<file path="config.mk">
export PLATFORM = sky130hd
export DESIGN_NAME = sat_counter
export DESIGN_NICKNAME = d
export VERILOG_FILES = /design/src/rtl/count_checker_sat_counter.sv
export SDC_FILE = /design/constraint.sdc
export NUM_CORES = 1
export LEC_CHECK = 0
export ABC_AREA = 1
export CAP_MARGIN = 5
export CORE_AREA = 2 2 39 41
export CTS_CLUSTER_DIAMETER = 100
export DETAILED_ROUTE_END_ITERATION = 7
export DIE_AREA = 0 0 41 43
export GPL_TIMING_DRIVEN = 1
export PLACE_DENSITY = 0.75
export SLEW_MARGIN = 20
export SYNTH_ARGS = -nofsm -noshare
export SYNTH_HDL_FRONTEND = slang
export SYNTH_SLANG_ARGS = --single-unit
</file>
<file path="constraint.sdc">
create_clock -name clk -period 1.5 [get_ports clk]
set_input_delay 0.225 -clock clk [delete_from_list [all_inputs] [get_ports clk]]
set_output_delay 0.225 -clock clk [all_outputs]
set_load 0.005 [all_outputs]
</file>
<file path="src/rtl/count_checker_sat_counter.sv">
// Saturating event counter: counts inc pulses, sticks at all-ones, synchronous clear.
module sat_counter #(
    parameter int unsigned W = 8
) (
    input  logic         clk,
    input  logic         rst_n,
    input  logic         clear,
    input  logic         inc,
    output logic [W-1:0] value
);

    logic [W-1:0] value_d, value_q;

    // Next value: clear wins, otherwise increment until full
    always_comb begin
        value_d = value_q;
        if (clear) begin
            value_d = '0;
        end else if (inc && (value_q != '1)) begin
            value_d = value_q + 1'b1;
        end
    end

    // Counter register
    always_ff @(posedge clk or negedge rst_n) begin
        if (!rst_n) begin
            value_q <= '0;
        end else begin
            value_q <= value_d;
        end
    end

    assign value = value_q;

endmodule

</file>
==> impl_metrics.toml, run 1 <==
[drt]
vias = 534
first_iter_violations = 14
drtAntennaViolNets = 0
firstDrtPassIters = 4
routed_wl_um = 1189
drc = 0
wire_per_inst_um = 11.32
vias_per_cell = 5.086

[floorplan]
die_w_um = 41
fp-row-count = 14
core-area_um2 = 1384
num_io_pins = 12
start_util = 0.3698
dieArea_um2 = 1763
die_h_um = 43

[pwr]
ir_drop_mv = 0.3167
p_seq_frac = 0.496
p_clk_frac = 0.350
comb_power_share = 0.154
swShare = 0.2638
p_switching_mw = 0.1278
leakagePower_nw = 0.3159
power.internal_mw = 0.3567
p_per_area_nw_per_um2 = 714.4

[synthesis]
synthArstFlopShare = 1.000
synth.top_cells.by_count = "nand2_1 (25), inv_1 (10), nand3_1 (9)"
synth_edf_count = 0
synthFlopType = "dfrtp_1"
synth.top_cell.area_share = 0.3912
yosysWarnings = 0
synth_seq_area_share = 0.3912
yosysTopAreaCell = "dfrtp_1"
syn_avg_cell_area_um2 = 6.915
yosysMostFrequentCell = "nand2_1"
ys_ff_latch = 8
syn_nets = 79
synthCells = 74
synth_area_leaders = "dfrtp_1 (39%), nand2_1 (18%), nand3_1 (8.8%)"
synth_cell_type_count = 15
synth_area_um2 = 511.7

[cells_and_area]
register_area_um2 = 202.7
final_core_util = 0.4901
drive_gt1_frac = 0.1573
multi_input_area_um2 = 269.0
final_nets = 96
syn_to_final_growth_pct = 32.52
fillCellCount = 136
diodes = 0
largest_reg_flops = 8

[cts]
htree_levels = 1
clk_path_buf_depth = 2
cts-root-buf = "clkbuf_4"
cts.sinks = 8
tritoncts = "done"
postCtsHoldBufs = 0
clkLatencyLatePin_ns = 0.26
cts_inserted_buffers = 3
clk_pin_slew_ns = 0.06

[critical_path]
critical_path_buf_inv_count = 1
cp.required_ns = 1.27
crit_arrival_ns = 1.21
path_class = "register to output port"
cp_cell_sequence = "clkdlybuf4s50_1"
critPathSlowestCell = "clkdlybuf4s50_1"
slowest_delay_ns = 0.52
cpLargestDelayFamily = "buffers and inverters"
cp-end-kind = "output port"
critPathMaxFanout = 7
crit_path_start_kind = "register"

[grt]
grt_max_degree = 9
grt_pass1_vias = 463
antenna_found_initial = 0
grt_pass1_wl_um = 1952
grt_overflow = 0
track_usage = 0.1700

[sta]
clock.fmax_mhz = 698.9
slew_violations = 0
finalSetupTns_ns = 0
hold_viol = 0
fin_skew_ns = 0.003909
setup_violations = 0
worstMarginPinSlew_ns = 0.3776
rsz0062_at_grt = "false"
maxSlewHeadroom = 0.7475
fin_crit_sh = 0.9539
fin_crit_ns = 1.431

[placed_design]
place.detailed.hpwl_um = 887
io_buffers = 11
gp_routability_congestion = 0.8325

[hold_path]
hp-class = "primary input to asynchronous set/reset pin"

[job]
maxCapViolCount = 0

[outcome]
status = "completed"
==> cell families after synthesis <==
logic type,count (synthesis),share of synthesized area
fa+ha+maj,1,0.02445
compound gates,8,0.09534
simple gates,46,0.3985
buf+inv,11,0.09048
flops,8,0.3912
==> timing repair <==
action / CTS / global route
hold endpoints to repair: 0 / 0
buffers inserted: 0 / 0
gates resized for setup: 0 / 3
setup endpoints to repair: 0 / 4
==> stage by stage <==
stage | cells | setup slack [ns] | total power, mW | hold slack [ns] | area, um^2
after CTS | 105 | 0.002180 | 0.4892 | 0.2755 | 671.9
final | 105 | 0.06918 | 0.4845 | 0.2483 | 678.2
after global placement | 102 | 0.1472 | 0.3173 | 0.5301 | 649.4
after global routing | 105 | 0.01388 | 0.5196 | 0.2734 | 678.2
after floorplan | 74 | 0.2271 | 0.2731 | -0.07059 | 511.7
after detailed placement | 102 | 0.1172 | 0.3180 | 0.5293 | 649.4
==> power groups by stage <==
stage / sequential (mW) / clock, mW / combinational [mW]
floorplan: 0.241 / 0 / 0.0324
global placement: 0.243 / 0 / 0.0747
detailed placement: 0.243 / 0 / 0.0754
CTS: 0.240 / 0.174 / 0.0758
global route: 0.242 / 0.195 / 0.0830
finish: 0.240 / 0.169 / 0.0748
==> worst register-to-register path, delay by kind of cell (launching register included) <==
family / cells / cell delay, ns
buffers and inverters: 1 / 0.08
adder cells (fa/ha/maj): 1 / 0.23
AND/OR/NAND/NOR: 7 / 0.53
flip-flops: 1 / 0.42
==> layer usage <==
layer | wire (um) | vias up | GRT usage
met5 | 0 | - | 0
met4 | 37 | 0 | 0.1200
met3 | 35 | 5 | 0.06283
met2 | 572 | 6 | 0.2406
met1 | 543 | 260 | 0.2013
li1 | - | 263 | -
==> final timing paths <==
path / startpoint / endpoint / slack (ns) / cells past startpoint
max: value[5] / value[5] / 0.07 / 1
min: rst_n / value[7] / 0.25 / 1
max reg2reg: value[1] / value[3] / 0.14 / 9
min reg2reg: value[4] / value[4] / 0.54 / 2
max in group asynchronous: rst_n / value[5] / 0.96 / 1
min in group clk: value[4] / value[4] / 0.54 / 2
==> final cells by class <==
type	count	share of cell area
sequential	8	0.2989
inverter	11	0.06827
timing repair buffer	12	0.1734
tap	16	0.02952
clock buffer	3	0.03321
multi-input combinational	55	0.3967
==> layout by cell type (no fill, tap or decap), types with 2 or more instances in the layout <==
| cell | netlist | layout |
|---|---|---|
| clkdlybuf4s50_1 | 0 | 11 |
| nor2_1 | 5 | 5 |
| clkbuf_4 | 0 | 3 |
| a21oi_1 | 4 | 3 |
| nand2_2 | 2 | 2 |
| a21oi_2 | 1 | 2 |
| inv_1 | 10 | 10 |
| nand3_1 | 9 | 9 |
| dfrtp_2 | 0 | 2 |
| nor3_1 | 2 | 2 |
| o21bai_1 | 2 | 2 |
| dfrtp_1 | 8 | 6 |
| nand2_1 | 25 | 25 |
| nor2_2 | 2 | 2 |
(Power assumes the default switching activity.)
==> run 2: changes to the inputs <==
CTS_CLUSTER_DIAMETER = 50   (was 100)
==> results of run 2 <==
Same layout as run 1: the final DEF is identical, and so are final timing and power.
